$ cat config.mk
export PLATFORM = sky130hd
export DESIGN_NAME = cpu_run_ctrl
export DESIGN_NICKNAME = d
export VERILOG_FILES = /design/src/rtl/cpu_run_ctrl.sv
export SDC_FILE = /design/constraint.sdc
export NUM_CORES = 1
export LEC_CHECK = 0
export BUFFER_PORTS_ARGS = -buffer_cell sky130_fd_sc_hd__buf_2
export CAP_MARGIN = 15
export CORE_UTILIZATION = 30
export CTS_CLUSTER_SIZE = 24
export DETAILED_ROUTE_END_ITERATION = 12
export PLACE_DENSITY_LB_ADDON = 0.2
export REMOVE_ABC_BUFFERS = 1
export SLEW_MARGIN = 15
export SYNTH_ARGS = -nofsm -noshare
export SYNTH_HDL_FRONTEND = slang
export SYNTH_SLANG_ARGS = --single-unit
$ cat constraint.sdc
create_clock -name clk_i -period 4.3 [get_ports clk_i]
set_input_delay 0.645 -clock clk_i [delete_from_list [all_inputs] [get_ports clk_i]]
set_output_delay 0.645 -clock clk_i [all_outputs]
set_load 0.01 [all_outputs]
$ cat src/rtl/cpu_run_ctrl.sv
// -----------------------------------------------------------------------------
// cpu_run_ctrl
//
// Hardware run sequencer for FPGA bring-up of the parametrised RISC core.
// It does in hardware what the simulation benches do for every run:
//   1. hold the core in reset,
//   2. clear data memory (every address) and the register file,
//   3. apply host-streamed preload words to data memory,
//   4. release the core and count cycles until done or timeout,
//   5. stream the final register file out over a ready/valid port.
//
// Optional feature: define RUNCTL_PC_TRACE_EN to add a PC-change trace port
// (cpu_pc_i in, trace_valid_o / trace_pc_o out). It is active only in RUN.
// With the macro undefined these ports and their logic do not exist.
//
// Ports
//   clk_i, reset_i          clock, synchronous active-high reset
//   go_i                    start a run (honoured only in IDLE or DONE)
//   pl_valid_i/pl_ready_o   preload handshake; pl_addr_i/pl_data_i/pl_last_i
//   dm_we_o/dm_addr_o/
//   dm_wdata_o              data memory write port
//   rf_we_o/rf_addr_o/
//   rf_wdata_o/rf_rdata_i   register file write port and combinational read
//   cpu_reset_o, cpu_done_i core reset (registered) and done flag
//   dump_valid_o/dump_ready_i/dump_idx_o/dump_data_o   register dump stream
//   busy_o, run_done_o      status: not IDLE/DONE, and in DONE
//   timed_out_o             last run was aborted by the timeout
//   cycle_count_o           RUN cycles of the last run (saturates at TIMEOUT)
// -----------------------------------------------------------------------------
module cpu_run_ctrl #(
    parameter int unsigned DW      = 8,
    parameter int unsigned AW      = 8,
    parameter int unsigned RF_AW   = 3,
    parameter int unsigned CYC_W   = 32,
    parameter int unsigned TIMEOUT = 100000
) (
    input  logic             clk_i,
    input  logic             reset_i,
    input  logic             go_i,
    input  logic             pl_valid_i,
    output logic             pl_ready_o,
    input  logic [AW-1:0]    pl_addr_i,
    input  logic [DW-1:0]    pl_data_i,
    input  logic             pl_last_i,
    output logic             dm_we_o,
    output logic [AW-1:0]    dm_addr_o,
    output logic [DW-1:0]    dm_wdata_o,
    output logic             rf_we_o,
    output logic [RF_AW-1:0] rf_addr_o,
    output logic [DW-1:0]    rf_wdata_o,
    input  logic [DW-1:0]    rf_rdata_i,
    output logic             cpu_reset_o,
    input  logic             cpu_done_i,
    output logic             dump_valid_o,
    input  logic             dump_ready_i,
    output logic [RF_AW-1:0] dump_idx_o,
    output logic [DW-1:0]    dump_data_o,
    output logic             busy_o,
    output logic             run_done_o,
    output logic             timed_out_o,
    output logic [CYC_W-1:0] cycle_count_o
`ifdef RUNCTL_PC_TRACE_EN
    ,
    input  logic [AW-1:0]    cpu_pc_i,
    output logic             trace_valid_o,
    output logic [AW-1:0]    trace_pc_o
`endif
);

    typedef enum logic [2:0] {
        StIdle,
        StClrDm,
        StClrRf,
        StPreload,
        StRelease,
        StRun,
        StDump,
        StDone
    } state_e;

    localparam logic [AW-1:0]    DmLast   = {AW{1'b1}};
    localparam logic [RF_AW-1:0] RfLast   = {RF_AW{1'b1}};
    localparam logic [CYC_W-1:0] TimeoutC = CYC_W'(TIMEOUT);

    state_e            state_q;
    logic [AW-1:0]     dm_cnt_q;     // clear address in CLR_DM
    logic [RF_AW-1:0]  idx_q;        // register index in CLR_RF and DUMP
    logic [CYC_W-1:0]  cyc_q;
    logic              timed_out_q;
    logic              cpu_reset_q;

    // Saturating increment: the counter parks at TIMEOUT and never wraps.
    logic [CYC_W-1:0]  cyc_inc;
    assign cyc_inc = (cyc_q == TimeoutC) ? cyc_q : cyc_q + CYC_W'(1);

    // -------------------------------------------------------------------------
    // Sequencer state, counters and the registered core reset.
    // Counters wrap to zero on their last step, so each phase starts at 0.
    // -------------------------------------------------------------------------
    always_ff @(posedge clk_i) begin
        if (reset_i) begin
            state_q     <= StIdle;
            dm_cnt_q    <= '0;
            idx_q       <= '0;
            cyc_q       <= '0;
            timed_out_q <= 1'b0;
            cpu_reset_q <= 1'b1;
        end else begin
            unique case (state_q)
                StIdle, StDone: begin
                    if (go_i) begin
                        state_q     <= StClrDm;
                        dm_cnt_q    <= '0;
                        idx_q       <= '0;
                        cyc_q       <= '0;
                        timed_out_q <= 1'b0;
                    end
                end
                StClrDm: begin
                    dm_cnt_q <= dm_cnt_q + AW'(1);
                    if (dm_cnt_q == DmLast) begin
                        state_q <= StClrRf;
                    end
                end
                StClrRf: begin
                    idx_q <= idx_q + RF_AW'(1);
                    if (idx_q == RfLast) begin
                        state_q <= StPreload;
                    end
                end
                StPreload: begin
                    if (pl_valid_i && pl_last_i) begin
                        state_q <= StRelease;
                    end
                end
                StRelease: begin
                    // Dropping the registered reset here makes it low from the
                    // first RUN cycle onward.
                    state_q     <= StRun;
                    cpu_reset_q <= 1'b0;
                end
                StRun: begin
                    cyc_q <= cyc_inc;
                    // cpu_done takes priority over a coincident timeout.
                    if (cpu_done_i) begin
                        state_q     <= StDump;
                        timed_out_q <= 1'b0;
                        cpu_reset_q <= 1'b1;
                        idx_q       <= '0;
                    end else if (cyc_inc == TimeoutC) begin
                        state_q     <= StDump;
                        timed_out_q <= 1'b1;
                        cpu_reset_q <= 1'b1;
                        idx_q       <= '0;
                    end
                end
                StDump: begin
                    if (dump_ready_i) begin
                        idx_q <= idx_q + RF_AW'(1);
                        if (idx_q == RfLast) begin
                            state_q <= StDone;
                        end
                    end
                end
                default: begin
                    state_q     <= StIdle;
                    cpu_reset_q <= 1'b1;
                end
            endcase
        end
    end

    // -------------------------------------------------------------------------
    // Output decode. Preload writes and dump data are combinational
    // pass-throughs so the host and the register file see no extra latency.
    // -------------------------------------------------------------------------
    always_comb begin
        pl_ready_o   = 1'b0;
        dm_we_o      = 1'b0;
        dm_addr_o    = '0;
        dm_wdata_o   = '0;
        rf_we_o      = 1'b0;
        rf_addr_o    = '0;
        rf_wdata_o   = '0;
        dump_valid_o = 1'b0;
        dump_idx_o   = '0;
        dump_data_o  = '0;
        busy_o       = 1'b1;
        run_done_o   = 1'b0;

        unique case (state_q)
            StIdle: begin
                busy_o = 1'b0;
            end
            StDone: begin
                busy_o     = 1'b0;
                run_done_o = 1'b1;
            end
            StClrDm: begin
                dm_we_o   = 1'b1;
                dm_addr_o = dm_cnt_q;
            end
            StClrRf: begin
                rf_we_o   = 1'b1;
                rf_addr_o = idx_q;
            end
            StPreload: begin
                pl_ready_o = 1'b1;
                if (pl_valid_i) begin
                    dm_we_o    = 1'b1;
                    dm_addr_o  = pl_addr_i;
                    dm_wdata_o = pl_data_i;
                end
            end
            StDump: begin
                rf_addr_o    = idx_q;
                dump_valid_o = 1'b1;
                dump_idx_o   = idx_q;
                dump_data_o  = rf_rdata_i;
            end
            default: begin
                // RELEASE and RUN drive only busy.
            end
        endcase
    end

    assign cpu_reset_o   = cpu_reset_q;
    assign timed_out_o   = timed_out_q;
    assign cycle_count_o = cyc_q;

`ifdef RUNCTL_PC_TRACE_EN
    // -------------------------------------------------------------------------
    // PC trace: emit whenever the core PC changes during RUN. The first RUN
    // cycle always emits because there is no meaningful previous PC.
    // -------------------------------------------------------------------------
    logic [AW-1:0] pc_prev_q;
    logic          trace_first_q;

    always_ff @(posedge clk_i) begin
        if (reset_i) begin
            pc_prev_q     <= '0;
            trace_first_q <= 1'b0;
        end else begin
            pc_prev_q     <= cpu_pc_i;
            trace_first_q <= (state_q == StRelease);
        end
    end

    assign trace_valid_o = (state_q == StRun) && (trace_first_q || (cpu_pc_i != pc_prev_q));
    assign trace_pc_o    = trace_valid_o ? cpu_pc_i : '0;
`endif

endmodule

==> results_dict.tcl, run 1 <==
set metrics [dict create \
    outcome "complete, no violations" \
    final_common_cell "buf_2" \
    critical_path_s_top_delay_family "simple AND/OR/NAND/NOR gates" \
    post_layout_nonfiller_instances 728 \
    crit_path_max_fanout 14 \
    wire_per_inst_um 15.93 \
    yosys.cell_types.count 63 \
    io_buffers 100 \
    final.setup_skew_ps 6.992 \
    seq_area_frac_synth 0.2618 \
    clkSinkCount 48 \
    timing_worst_setup_path_type "reg -> reg" \
    antenna_found_initial 0 \
    critical_path_buf_inv_count 0 \
    synth_top_area_frac 0.2618 \
    route.detailed.vias_per_inst 5.448 \
    die_area_um2 12680 \
    worstHoldPathType "reg -> reg" \
    io_pins 109 \
    r2r_slack_ps 960 \
    post-synth-top-area-cell "dfxtp_1" \
    num_vias 3966 \
    post-route-period-util 0.7758 \
    holdPathStages 2 \
    most_frequent_cells_in_the_layout "100 x buf_2, 63 x nor2_1, 48 x dfxtp_1, 42 x nand2_1" \
    n_antenna_cell 0 \
    design_area_um2 4335 \
    cellLeakagePower_uw 0.001855 \
    cts-root-buf "clkbuf_16" \
    ratio_of_cells_with_drive_above_1_in_the_final_layout 0.2324 \
    remaining_drc_errors 0 \
    netlist_top_cells_area "dfxtp_1 26%, nor2_1 6.4%, a21oi_1 4.9%" \
    post_cts.repair.setup_buffers 0 \
    fin_util 0.3624 \
    fin_crit_ps 3336 \
    postPlaceCellArea_um2 4185 \
    max_freq_ghz 0.2998 \
    nNetsFinal 620 \
    r2r_end "idx_q[2]$_SDFFE_PP0P_" \
    setup-violations-final 0 \
    dr.pass1.iters 5 \
    synth.avg_cell_area_um2 7.210 \
    global_route.overflow_total 0 \
    ctsHoldBuffers 0 \
    whs_ps 506.2 \
    required_ps 4490 \
    dominantRegCellSynth "dfxtp_1" \
    hold_path.startpoint "cpu_reset_o$_SDFFE_PP1P_" \
    reg2regPathDepth 8 \
    clockBufferDepth 2 \
    synthesis_to_finish_area_growth_pct 18.14 \
    endpoint_kind "flop" \
    power.density_cell_area_nw_per_um2 298.3 \
    routabilityCongestion 0.8984 \
    clkLatencyLatePin_ps 290 \
    dp.cells 720 \
    numCtsBuffers 5 \
    synth_cells 509 \
    worst_r2r_startpoint "cycle_count_o[4]$_SDFFE_PP0P_" \
    clk_transition_reported_paths_ps 70 \
    floorplan.die.height_um 112.6 \
    synth_enable_flop_cells 0 \
    fp-row-count 40 \
    max-slew-margin-rel 0.3790 \
    ctsResizeCount 0 \
    dieWidth_um 112.6 \
    arrival_ps 3520 \
    core-area_um2 11960 \
    antenna_left 0 \
    synth.cell_area_um2 3670 \
    hpwlAfterDp_um 8397 \
    rsz0062_at_grt "no" \
    vdd_ir_drop_max_mv 0.1473 \
    worstHoldEndpoint "cpu_reset_o$_SDFFE_PP1P_" \
    max_cap_viol_count 0 \
    critical-path-slowest-cell "nor4_1" \
    synthesis.yosys.warnings 0 \
    finalHoldViolCount 0 \
    setup_total_negative_slack_ps 0 \
    wl_um 11600 \
    layout.filler_cells 1279 \
    pin_count_of_the_biggest_net_entering_global_routing 42 \
    synth.ff_latch_count 48 \
    tritoncts "built" \
    worstMarginPinSlew_ps 908.0 \
    first_iter_violations 245 \
    synth-async-reset-ratio 0 \
    critPathLaunchType "flop" \
    initial_utilization 0.3068 \
    grt_pass1_wl_um 18460 \
    critical_path.cell_chain "nand3_2 -> nor4_1 -> nand4_1 -> nor4bb_1 -> o2111ai_1 -> nor4_4 -> o211ai_1 -> a32o_2" \
    cp_slowest_stage_delay_ps 630 \
    clock_tree.htree_level_count 2 \
    grt_pass1_vias 3539 \
    report.final.slew_viol_count 0 \
    global_route.usage.total 0.1812 \
]
## how the worst max path moves through the flow
stage,startpoint,to,cells after the start
after floorplan,cycle_count_o[3]$_SDFFE_PP0P_,state_q[0]$_SDFFE_PP0P_,8
after global placement,cycle_count_o[4]$_SDFFE_PP0P_,idx_q[1]$_SDFFE_PP0P_,8
after detailed placement,cycle_count_o[4]$_SDFFE_PP0P_,idx_q[2]$_SDFFE_PP0P_,8
after CTS,cycle_count_o[0]$_SDFFE_PP0P_,idx_q[2]$_SDFFE_PP0P_,9
after global routing,cycle_count_o[0]$_SDFFE_PP0P_,idx_q[2]$_SDFFE_PP0P_,9
final,cycle_count_o[4]$_SDFFE_PP0P_,idx_q[2]$_SDFFE_PP0P_,8
## metrics by stage
| stage | total power, uW | worst slack [ps] |
|---|---|---|
| 2_1_floorplan | 759.2 | 1375 |
| 3_3_place_gp | 890.3 | 1056 |
| 3_5_place_dp | 896.0 | 985.7 |
| 4_1_cts | 1312 | 1004 |
| 5_1_grt | 1382 | 708.5 |
| 6_report | 1293 | 964.1 |
## sequential cells by signal, indices dropped and copies added, names as in the netlist
register,flops
timed_out_o,1
idx_q,3
dm_cnt_q,8
cycle_count_o,32
state_q,3
cpu_reset_o,1
## metal layers
layer / up-vias / global-route usage / routed length [um]
li1: 1977 / - / -
met1: 1862 / 0.2460 / 5562
met2: 117 / 0.2889 / 5248
met3: 10 / 0.03618 / 649
met4: 0 / 0.05422 / 134
met5: - / 0 / 0
## final cells by class
cell class	instances	area [um^2]	share of cell area
Clock buffer	7	142.6	0.03290
Clock inverter	1	7.507	0.001732
Inverter	18	67.56	0.01558
Multi-Input combinational cell	404	2450	0.5651
Sequential cell	48	960.9	0.2216
Tap cell	147	183.9	0.04242
Timing Repair Buffer	103	523.0	0.1206
## worst reg2reg max path, stage by stage (launching register included)
cell	delay (ps)
dfxtp_1	600
nand3_2	280
nor4_1	630
nand4_1	250
nor4bb_1	450
o2111ai_1	200
nor4_4	330
o211ai_1	200
a32o_2	290
## power breakdown
part           switching (uW)  leakage (uW)  internal (uW)
clock network             174     0.0000701            232
logic                     273       0.00140            134
registers                19.0      0.000387            460
## synthesized netlist by cell type, drive strengths merged, types with 2 or more instances
| library cell | n |
|---|---|
| and4 | 3 |
| nor2b | 4 |
| nand4b | 2 |
| dfxtp | 48 |
| ha | 9 |
| a31oi | 7 |
| a22o | 9 |
| nand2b | 4 |
| nand2 | 43 |
| o21ai | 38 |
| and2 | 9 |
| o211ai | 2 |
| buf | 19 |
| a21boi | 3 |
| nand3 | 14 |
| nand3b | 4 |
| a32oi | 3 |
| or2 | 3 |
| mux2 | 3 |
| xnor2 | 4 |
| clkbuf | 27 |
| nor3 | 20 |
| xor2 | 8 |
| nor2 | 63 |
| a21oi | 36 |
| inv | 18 |
| a22oi | 3 |
| o2111ai | 2 |
| nor3b | 4 |
| or3 | 6 |
| or4 | 4 |
| a32o | 2 |
| a31o | 2 |
| and3 | 29 |
| nor4 | 9 |
| o31ai | 2 |
| nor4b | 2 |
| o21a | 2 |
| a311oi | 9 |
| nand4 | 21 |
## cell families after synthesis
logic type	share of synthesized area
AND/OR/NAND/NOR	0.3645
AO/OA/AOI/OAI	0.2216
buffers and inverters	0.07876
flip-flops	0.2618
XOR/XNOR	0.02864
adder cells (fa/ha/maj)	0.03069
multiplexers	0.01295
other	0.001022
(Power assumes the default switching activity.)
==> run 2, diff against run 1 <==
- clock period: 4.3 -> 3.4 ns (I/O delays scaled with it)
==> run 2 against run 1 <==
Against the previous run: final cell count grew 2.9%; design area grew 4.4%; first-iteration DRC count shrank 9.0%; wire length grew 1.8%; clock power grew 47%; via count grew 3.8%; critical endpoint unchanged.
==> results_dict.tcl, run 2 (synthesis gave the netlist of run 1 again) <==
set metrics [dict create \
    outcome "complete, no violations" \
    remaining_drc_errors 0 \
    dr.pass1.iters 5 \
    critical-path-slowest-cell "or4_1" \
    routabilityCongestion 0.9576 \
    cts-root-buf "clkbuf_16" \
    multi_input_combinational_cell_area_um2 2452 \
    worstHoldPathType "reg -> reg" \
    max-slew-margin-rel 0.4895 \
    global_route.overflow_total 0 \
    cellLeakagePower_uw 0.001982 \
    ctsHoldBuffers 0 \
    vdd_ir_drop_max_mv 0.1513 \
    post-route-period-util 0.9350 \
    rsz0062_at_grt "no" \
    worstMarginPinSlew_ps 765.6 \
    grt_pass1_vias 3609 \
    final.setup_skew_ps 7.331 \
    wire_per_inst_um 15.76 \
    critPathLaunchType "flop" \
    sequentialPowerShare 0.348 \
    register_area_um2 963.4 \
    clkSinkCount 48 \
    clock_tree.htree_level_count 2 \
    largest_register_ffs 32 \
    io_buffers 100 \
    nNetsFinal 641 \
    n_antenna_cell 0 \
    fin_util 0.3783 \
    die_area_um2 12680 \
    critical_path.cell_chain "ha_2 -> nand3_1 -> or4_1 -> o21ai_0 -> nor4bb_1 -> o2111ai_1 -> nor4_4 -> buf_4 -> o211ai_1 -> a32o_2" \
    max_freq_ghz 0.3146 \
    layout.filler_cells 1268 \
    internal-power_uw 1139 \
    required_ps 3590 \
    first_iter_violations 223 \
    fin_crit_ps 3179 \
    timing_worst_setup_path_type "reg -> reg" \
    wl_um 11800 \
    tritoncts "built" \
    critical_path_s_top_delay_family "simple AND/OR/NAND/NOR gates" \
    dieWidth_um 112.6 \
    floorplan.die.height_um 112.6 \
    power.net_switching_uw 599.1 \
    core-area_um2 11960 \
    crit_path_max_fanout 10 \
    num_vias 4117 \
    cp_slowest_stage_delay_ps 630 \
    power.total_uw 1739 \
    endpoint_kind "flop" \
    clockPowerShare 0.343 \
    io_pins 109 \
    critical_path_buf_inv_count 1 \
    finalHoldViolCount 0 \
    setup_total_negative_slack_ps 0 \
    fp-row-count 40 \
    route.detailed.vias_per_inst 5.497 \
    initial_utilization 0.3068 \
    grt_pass1_wl_um 18780 \
    arrival_ps 3370 \
    ratio_of_cells_with_drive_above_1_in_the_final_layout 0.2658 \
    global_route.usage.total 0.1835 \
    antenna_found_initial 0 \
    antenna_left 0 \
    pin_count_of_the_biggest_net_entering_global_routing 27 \
    max_cap_viol_count 0 \
    design_area_um2 4526 \
    power.density_cell_area_nw_per_um2 384.2 \
    sw_frac_of_total 0.3446 \
    numCtsBuffers 5 \
    clk_transition_reported_paths_ps 70 \
    report.final.slew_viol_count 0 \
    hpwlAfterDp_um 8805 \
    clockBufferDepth 2 \
    postPlaceCellArea_um2 4335 \
    setup-violations-final 0 \
    final_common_cell "buf_2" \
    most_frequent_cells_in_the_layout "100 x buf_2, 63 x nor2_1, 46 x dfxtp_1, 42 x nand2_1" \
    clkLatencyLatePin_ps 300 \
    synthesis_to_finish_area_growth_pct 23.32 \
    part_of_the_power_in_combinational_logic 0.308 \
]
-- run 2: cell types whose count changed in the layout (fill, tap and decap cells not counted), sizes merged --
cell | before | now
clkinv | 0 | 1
bufinv | 0 | 1
buf | 103 | 124
clkinvlp | 1 | 0
clkbuf | 7 | 6
-- run 2: metal layers --
layer	track usage	part of all wire
met1	0.2507	0.47
met3	0.02916	0.063
met5	0	0
met4	0.04533	0.010
met2	0.3004	0.46
-- run 2: metrics by stage --
stage / hold slack [ps] / std cells / worst slack [ps]
detailed placement: 501.3 / 740 / 141.1
finish: 502.9 / 749 / 220.9
floorplan: 470.9 / 470 / 475.4
global placement: 492.4 / 740 / 256.6
CTS: 511.9 / 748 / 132.7
global route: 540.8 / 749 / 51.77
-- run 2: tightest hold or removal path: cells and delay by family (launching register included) --
kind | cells | cell delay [ps]
flip-flops | 1 | 330
AND/OR/NAND/NOR | 1 | 60
AO/OA/AOI/OAI | 1 | 70
-- run 2: path summary, 6_finish.rpt --
kind | start | depth (start not counted) | slack (ps) | end
worst max-delay path | cycle_count_o[0]$_SDFFE_PP0P_ | 10 | 220 | idx_q[2]$_SDFFE_PP0P_
worst min-delay path | cpu_reset_o$_SDFFE_PP1P_ | 2 | 500 | cpu_reset_o$_SDFFE_PP1P_
worst max register to register | cycle_count_o[0]$_SDFFE_PP0P_ | 10 | 220 | idx_q[2]$_SDFFE_PP0P_
worst min register to register | cpu_reset_o$_SDFFE_PP1P_ | 2 | 500 | cpu_reset_o$_SDFFE_PP1P_
-- run 2: layout make-up --
cell class	instances	area share
clock buffers	6	0.03069
multi-input cells	404	0.5419
clock inverters	2	0.008571
inverters	18	0.01493
repair buffers	124	0.1504
flip-flops and latches	48	0.2129
well taps	147	0.04064
-- run 2: power groups by stage --
stage / clock, uW / combinational, uW / sequential (uW)
5_1_grt: 636 / 600 / 610
6_report: 597 / 536 / 605
3_5_place_dp: 0 / 537 / 619
3_3_place_gp: 0 / 532 / 617
2_1_floorplan: 0 / 348 / 612
4_1_cts: 614 / 538 / 605
-- run 2: what timing repair did --
| item | CTS | global route |
|---|---|---|
| gates resized for setup | 0 | 3 |
| setup buffers | 0 | 1 |
| setup endpoints to repair | 0 | 4 |
